--- src/rtl/gcd_client_pkg.sv ---
// Shared types and defaults for the GCD initiator wrapper.
package gcd_client_pkg;

   localparam int unsigned GCD_WIDTH       = 32;
   localparam int unsigned GCD_TIMEOUT_CYC = 4096;

   typedef enum logic [1:0] {
      IDLE    = 2'd0,
      RESTART = 2'd1,
      WAIT    = 2'd2,
      RESP    = 2'd3
   } gcd_client_state_e;

   typedef struct packed {
      logic [GCD_WIDTH-1:0] gcd;
      logic                 err;
   } gcd_result_t;

endpackage

--- src/rtl/gcd_client.sv ---
// Initiator wrapper that restarts a subtractive GCD core per request and returns its result.
// Optional build macro GCD_TIMEOUT_EN adds a WAIT-state abort counter and the rsp_err flag.
module gcd_client
   import gcd_client_pkg::*;
#(
   parameter int unsigned WIDTH = GCD_WIDTH
`ifdef GCD_TIMEOUT_EN
   ,
   parameter int unsigned TIMEOUT_CYC = GCD_TIMEOUT_CYC
`endif
) (
   input  logic             clk,
   input  logic             rst_n,
   input  logic             req_valid,
   output logic             req_ready,
   input  logic [WIDTH-1:0] req_a,
   input  logic [WIDTH-1:0] req_b,
   output logic             rsp_valid,
   input  logic             rsp_ready,
   output logic [WIDTH-1:0] rsp_gcd,
   output logic             rsp_err,
   output logic             core_rst_n,
   output logic [WIDTH-1:0] core_a,
   output logic [WIDTH-1:0] core_b,
   input  logic             core_done,
   input  logic [WIDTH-1:0] core_gcd
);

   gcd_client_state_e state_q, state_d;

   logic             req_ready_d;
   logic             rsp_valid_d;
   logic             core_rst_n_d;
   logic [WIDTH-1:0] rsp_gcd_d;
   logic [WIDTH-1:0] core_a_d;
   logic [WIDTH-1:0] core_b_d;
   logic             done_q, done_d;

   logic             accept;
   logic             rsp_fire;
   logic             done_rise;
   logic             bypass;
   logic [WIDTH-1:0] bypass_gcd;
   logic             wait_expired;

   assign accept    = req_valid && req_ready;
   assign rsp_fire  = rsp_valid && rsp_ready;
   assign done_rise = core_done && !done_q;

   // The core never terminates on a zero operand, so zero and equal pairs are answered locally.
   assign bypass     = (req_a == '0) || (req_b == '0) || (req_a == req_b);
   assign bypass_gcd = (req_a == '0) ? req_b : req_a;

`ifdef GCD_TIMEOUT_EN
   localparam int unsigned CNT_W = $clog2(TIMEOUT_CYC + 1);

   logic [CNT_W-1:0] wait_cnt;
   logic             rsp_err_d;

   // Counter holds the number of WAIT cycles already spent; the last permitted one aborts.
   assign wait_expired = (wait_cnt == CNT_W'(TIMEOUT_CYC - 1));

   always_ff @(posedge clk) begin
      if (!rst_n) begin
         wait_cnt <= '0;
         rsp_err  <= 1'b0;
      end else begin
         wait_cnt <= (state_q == WAIT) ? CNT_W'(wait_cnt + 1'b1) : '0;
         rsp_err  <= rsp_err_d;
      end
   end

   always_comb begin
      rsp_err_d = rsp_err;
      if ((state_q == IDLE) && accept) begin
         rsp_err_d = 1'b0;
      end else if ((state_q == WAIT) && !done_rise && wait_expired) begin
         rsp_err_d = 1'b1;
      end
   end
`else
   assign wait_expired = 1'b0;
   assign rsp_err      = 1'b0;
`endif

   // State and registered outputs.
   always_ff @(posedge clk) begin
      if (!rst_n) begin
         state_q    <= IDLE;
         req_ready  <= 1'b0;
         rsp_valid  <= 1'b0;
         rsp_gcd    <= '0;
         core_rst_n <= 1'b0;
         core_a     <= '0;
         core_b     <= '0;
         done_q     <= 1'b0;
      end else begin
         state_q    <= state_d;
         req_ready  <= req_ready_d;
         rsp_valid  <= rsp_valid_d;
         rsp_gcd    <= rsp_gcd_d;
         core_rst_n <= core_rst_n_d;
         core_a     <= core_a_d;
         core_b     <= core_b_d;
         done_q     <= done_d;
      end
   end

   // Next state and next output values.
   always_comb begin
      state_d   = state_q;
      rsp_gcd_d = rsp_gcd;
      core_a_d  = core_a;
      core_b_d  = core_b;
      done_d    = done_q;

      unique case (state_q)
         IDLE: begin
            if (accept) begin
               core_a_d = req_a;
               core_b_d = req_b;
               if (bypass) begin
                  rsp_gcd_d = bypass_gcd;
                  state_d   = RESP;
               end else begin
                  state_d = RESTART;
               end
            end
         end
         RESTART: begin
            done_d  = 1'b0;
            state_d = WAIT;
         end
         WAIT: begin
            done_d = core_done;
            if (done_rise) begin
               rsp_gcd_d = core_gcd;
               state_d   = RESP;
            end else if (wait_expired) begin
               rsp_gcd_d = '0;
               state_d   = RESP;
            end
         end
         RESP: begin
            if (rsp_fire) begin
               state_d = IDLE;
            end
         end
         default: state_d = IDLE;
      endcase

      req_ready_d  = (state_d == IDLE);
      rsp_valid_d  = (state_d == RESP);
      core_rst_n_d = (state_d != RESTART);
   end

endmodule
--- config.mk ---
export PLATFORM = sky130hd
export DESIGN_NAME = gcd_client
export DESIGN_NICKNAME = d
export VERILOG_FILES = /design/src/rtl/gcd_client_pkg.sv /design/src/rtl/gcd_client.sv
export SDC_FILE = /design/constraint.sdc
export NUM_CORES = 1
export LEC_CHECK = 0
export BUFFER_PORTS_ARGS = -buffer_cell sky130_fd_sc_hd__buf_2
export CORE_AREA = 2 2 114 116
export CTS_CLUSTER_DIAMETER = 40
export DETAILED_ROUTE_END_ITERATION = 16
export DIE_AREA = 0 0 116 118
export PLACE_DENSITY = 0.67
export SLEW_MARGIN = 30
export SYNTH_ARGS = -nofsm -noshare
export SYNTH_HDL_FRONTEND = slang
export SYNTH_SLANG_ARGS = --single-unit
--- constraint.sdc ---
create_clock -name clk -period 2.25 [get_ports clk]
set_input_delay 0.45 -clock clk [delete_from_list [all_inputs] [get_ports clk]]
set_output_delay 0.45 -clock clk [all_outputs]
set_load 0.02 [all_outputs]
# After elaboration in Yosys (flattened, before gate mapping)
# Index checks and enable logic that the tools add are counted.
dict set report totals {
  in_bits 101
  output_inout_bits 100
  ff_bits 102
  word_cells 42
}
dict set report op_classes {
  muxes 11
  reduce_logical 14
  eq_ne 9
}
# op count
set op_table {}
lappend op_table {{2-to-1 mux 32 bit} 4}
lappend op_table {{logical NOT 32 bit} 2}
lappend op_table {{case mux 32 bit (2 select lines)} 1}
lappend op_table {{equality test 32 bit} 1}
lappend op_table {{2-to-1 mux 2 bit} 4}
lappend op_table {{case mux 2 bit (4 select lines)} 1}
lappend op_table {{equality test 2 bit (second input constant)} 3}
lappend op_table {{inequality test 2 bit (second input constant)} 3}
lappend op_table {{logical NOT 2 bit} 2}
lappend op_table {{AND reduction 4 bit} 1}
lappend op_table {{nonzero test 2 bit} 2}
lappend op_table {{logical AND 1 bit} 3}
lappend op_table {{equality test 2 x 1 -> 1 bit (second input constant)} 1}
lappend op_table {{logical OR 1 bit} 2}
lappend op_table {{inequality test 2 x 1 -> 1 bit (second input constant)} 1}
lappend op_table {{case mux 1 bit (2 select lines)} 1}
lappend op_table {{AND reduction 2 bit} 1}
lappend op_table {{logical NOT 1 bit} 1}

# Logic depth before layout (Yosys ltp)
dict set report depth {
  ltp_word 7
  depth_mapped 7
  ltp_nobuf 6
}

# Worst setup path after synthesis
# Ideal clock, no wire load.
dict set report synth_timing {
  path_type {input -> register}
  startpoint {input port req_a[26]}
  endpoint {register rsp_gcd[0]}
  t_required_ps 2178
  setup_ps 72
  path_stages 7
  n_path_buf 1
  arrival_time_ps 1949
  setup_slack_ps 229
  path_cell_list {nor4_1 -> nand2_1 -> nor4_4 -> a211oi_2 -> a21oi_4 -> buf_4 -> mux2i_1}
}
dict set report synth_between {
  elab_chain_len 5
  elab_cells_between_ends 10
  classes_between {eq/ne: 2; mux: 4; reduce/logical: 4}
}
# item line
set synth_rtl {}
lappend synth_rtl {{from (decl)} gcd_client.sv:16} ;# input logic [WIDTH-1:0] req_a,
lappend synth_rtl {{logical NOT 32 bit} {gcd_client.sv:51, gcd_client.sv:52}}
lappend synth_rtl {{2-to-1 mux 32 bit / logical OR 1 bit (equally long branches)} {gcd_client.sv:52, gcd_client.sv:51}}
lappend synth_rtl {{2-to-1 mux 32 bit / logical OR 1 bit (equally long branches)} {gcd_client.sv:122, gcd_client.sv:51}}
lappend synth_rtl {{2-to-1 mux 32 bit / inequality test 2 bit (equally long branches)} --}
lappend synth_rtl {{case mux 32 bit (2 select lines) / AND reduction 4 bit (equally long branches)} --}
lappend synth_rtl {{to (signal assigned)} gcd_client.sv:101} ;# rsp_gcd <= rsp_gcd_d;
lappend synth_rtl {{to (decl)} gcd_client.sv:20} ;# output logic [WIDTH-1:0] rsp_gcd,
# Several ways; a longest one is shown, not always the timed one. The select of a mux whose other input is x is not followed.
# A chain may end at the register's enable or synchronous reset.

# Final worst setup path
dict set report layout_timing {
  startpoint {register state_q[1]}
  endpoint {register rsp_gcd[29]}
}
dict set report layout_between {
  elab_chain_len 3
  elab_cells_between_ends 8
  classes_between {eq/ne: 4; mux: 1; reduce/logical: 3}
}
# item line
set layout_rtl {}
lappend layout_rtl {{from (decl)} gcd_client.sv:29} ;# gcd_client_state_e state_q, state_d;
lappend layout_rtl {{from (signal assigned)} gcd_client.sv:98} ;# state_q <= state_d;
lappend layout_rtl {{equality test 2 bit / logical NOT 2 bit (equally long branches)} gcd_client.sv:117} ;# unique case (state_q)
lappend layout_rtl {{inequality test 2 bit (no source line) / nonzero test 2 bit (equally long branches)} --}
lappend layout_rtl {{AND reduction 4 bit (no source line)} --}
# Several ways; a longest one is shown, not always the timed one.

==> metrics.csv <==
metric;value;unit
status;completed;
layout.nets;900;
synth-seq-area-share;41.8;%
synth.area.top_cells;dfxtp_1 (42%), nand2_1 (13%), a21oi_1 (6.9%);
numCtsBuffers;9;
final_util;52.4;%
yosysTopAreaCellShare;41.8;%
grt_max_degree;67;
root_buffer;clkbuf_16;
hold_class;in2reg;
tritoncts;built;
area.growth.synth_to_final;33.4;%
stdcell_count;973;
comb_power_share;36.5;%
overflow;0;
grt_usage;25.2;%
syn-cell-area;4880;um^2
wire_per_inst;17.9;um
criticalPathCategory;reg2reg;
cts-resized-gates;0;
rows;41;
setup_viol;0;
finalCriticalPeriod;2.01;ns
cts_hold_buffers;0;
drive_above_1_share;30.5;%
final.period_utilization;89.4;%
fp.dieW;116;um
io_pins;201;
drc;0;
via_per_inst;5.19;
grt.met3_usage;4.07;%
yosysUniqueCellTypes;30;
ir_worst_vdd;0.410;mV
cts_max_path_buffers;2;
start_util;39.3;%
ant_nets;0;
clk_pin_slew;0.07;ns
dieArea;13700;um^2
die_h;118;um
clkPwrFrac;27.8;%
tns;0;ns
leakagePower;2.84;nW
routed_wl;17.4;mm
final_common_cell;buf_2;
skew;0.00818;ns
final_cell_mix;buf_2 (199), nand2_1 (167), dfxtp_1 (102);
vias;5053;
timing.fmax;497;MHz
fill_cells;1242;
clock_latency;0.35;ns
cts_setup_buffers;0;
hpwl;12.9;mm
cp.required;2.52;ns
p_seq_share;35.7;%
grt_pass1_wl;26.6;mm
p_sw_share;36.6;%
rsz0062_at_grt;no;
syn_avg_cell_area;8.08;um^2
crit_arrival;2.28;ns
syn_nets;710;
p_per_area;1000;nW/um^2
cp_max_fo;17;
clock-sinks;102;
p_switching;2.38;mW
whs;0.379;ns
dp_cells;955;
synth-seq-cells;102;
htree_levels;3;
gr-usage-met2;38.9;%
grt_pass1_vias;4814;
port-buffer-count;199;
synthCells;604;
grt_busiest_layer;met2;
hold_viol;0;
drt_iter0_drc;484;
internal_power;4.13;mW
ff_latch_area;2040;um^2
end_kind;flop;
worst_slew_margin_rel;58.2;%
tightest_slew;0.627;ns
drv_cap;0;
met1_usage;35.2;%
drt-pass1-iter-count;5;
dp_slack;-0.0921;ns
coreArea;12400;um^2
start_kind;flop;
synth_top_area_cell;dfxtp_1;
drv_slew;0;
gp_congestion;0.929;
fin_ws;0.238;ns
antenna_found_initial;2;
synth_warnings;0;
multiInputGateArea;2660;um^2
-- routing by layer --
metal  routed length [um]  vias to the layer above
met5                    0                        -
met4                  486                        0
met3                 1240                       30
met2                 8020                      239
met1                 7700                     2334
li1                     -                     2450
-- area by class of cell --
type	count	share of cell area, %
multi-input combinational	457	40.9
sequential	102	31.4
timing repair buffer	221	18.9
clock buffer	10	3.67
tap	172	3.31
clock inverter	6	1.67
inverter	3	0.173
antenna	2	0.0769
-- cells in the mapped netlist, drive strengths merged --
cell type / number
a211oi: 1
nor2: 1
clkbuf: 33
a31oi: 1
nor3: 2
a21oi: 68
xnor2: 32
dfxtp: 102
o31ai: 2
nor4: 19
o21ai: 3
a21boi: 1
a211o: 32
nand4: 10
o22a: 1
ha: 5
nand3: 35
mux2i: 33
conb: 1
and2: 4
and3: 2
inv: 3
buf: 9
nand2: 168
o211ai: 1
a22oi: 1
nand2b: 34
-- power groups by stage --
stage               registers [mW]  clock network, mW  logic (mW)
floorplan                     2.71                  0        1.12
global placement              2.35                  0        2.31
detailed placement            2.35                  0        2.36
CTS                           2.32               1.84        2.37
global route                  2.35               1.92        2.58
finish                        2.32               1.81        2.38
-- per-stage QoR --
step / power [mW] / area (um^2)
floorplan: 3.83 / 4880
detailed placement: 4.71 / 6150
finish: 6.51 / 6510
global route: 6.85 / 6510
global placement: 4.66 / 6150
CTS: 6.52 / 6500
-- sequential cells by signal (all words and copies together), names as in the netlist --
name / count
core_b: 32
state_q: 2
req_ready: 1
rsp_valid: 1
rsp_gcd: 32
core_rst_n: 1
core_a: 32
done_q: 1
-- logic make-up (layout without fill, tap and decap cells) --
logic type                 count (synthesis)  after routing  share of synthesized area [%]
other                                      1              3                         0.0768
buffers and inverters                     45            240                           3.77
adders and majority gates                  5              5                           1.28
muxes                                     33             33                           6.77
AOI/OAI and AO/OA                        111            111                           14.6
xor gates and xnor gates                  32             32                           5.74
and+or+nand+nor                          275            275                           25.9
DFF                                      102            102                           41.8
-- worst max-delay path: stages (launching register included) --
cell and delay, ns:
dfxtp_1 0.41, inv_1 0.14, ha_1 0.29, a22oi_1 0.19, o21ai_0 0.18, a21oi_4 0.29
buf_12 0.22, mux2i_1 0.21
-- final timing paths --
check                                        startpoint                        to  slack, ns  cells past startpoint
worst max register to register    state_q[1]$_SDFF_PN0_  rsp_gcd[29]$_SDFFE_PN0P_       0.24                      7
worst max-delay path              state_q[1]$_SDFF_PN0_  rsp_gcd[29]$_SDFFE_PN0P_       0.24                      7
worst min register to register  core_b[29]$_SDFFE_PN0P_   core_b[29]$_SDFFE_PN0P_       0.45                      2
worst min-delay path                           req_a[8]    core_a[8]$_SDFFE_PN0P_       0.38                      3
(Power assumes the default switching activity.)
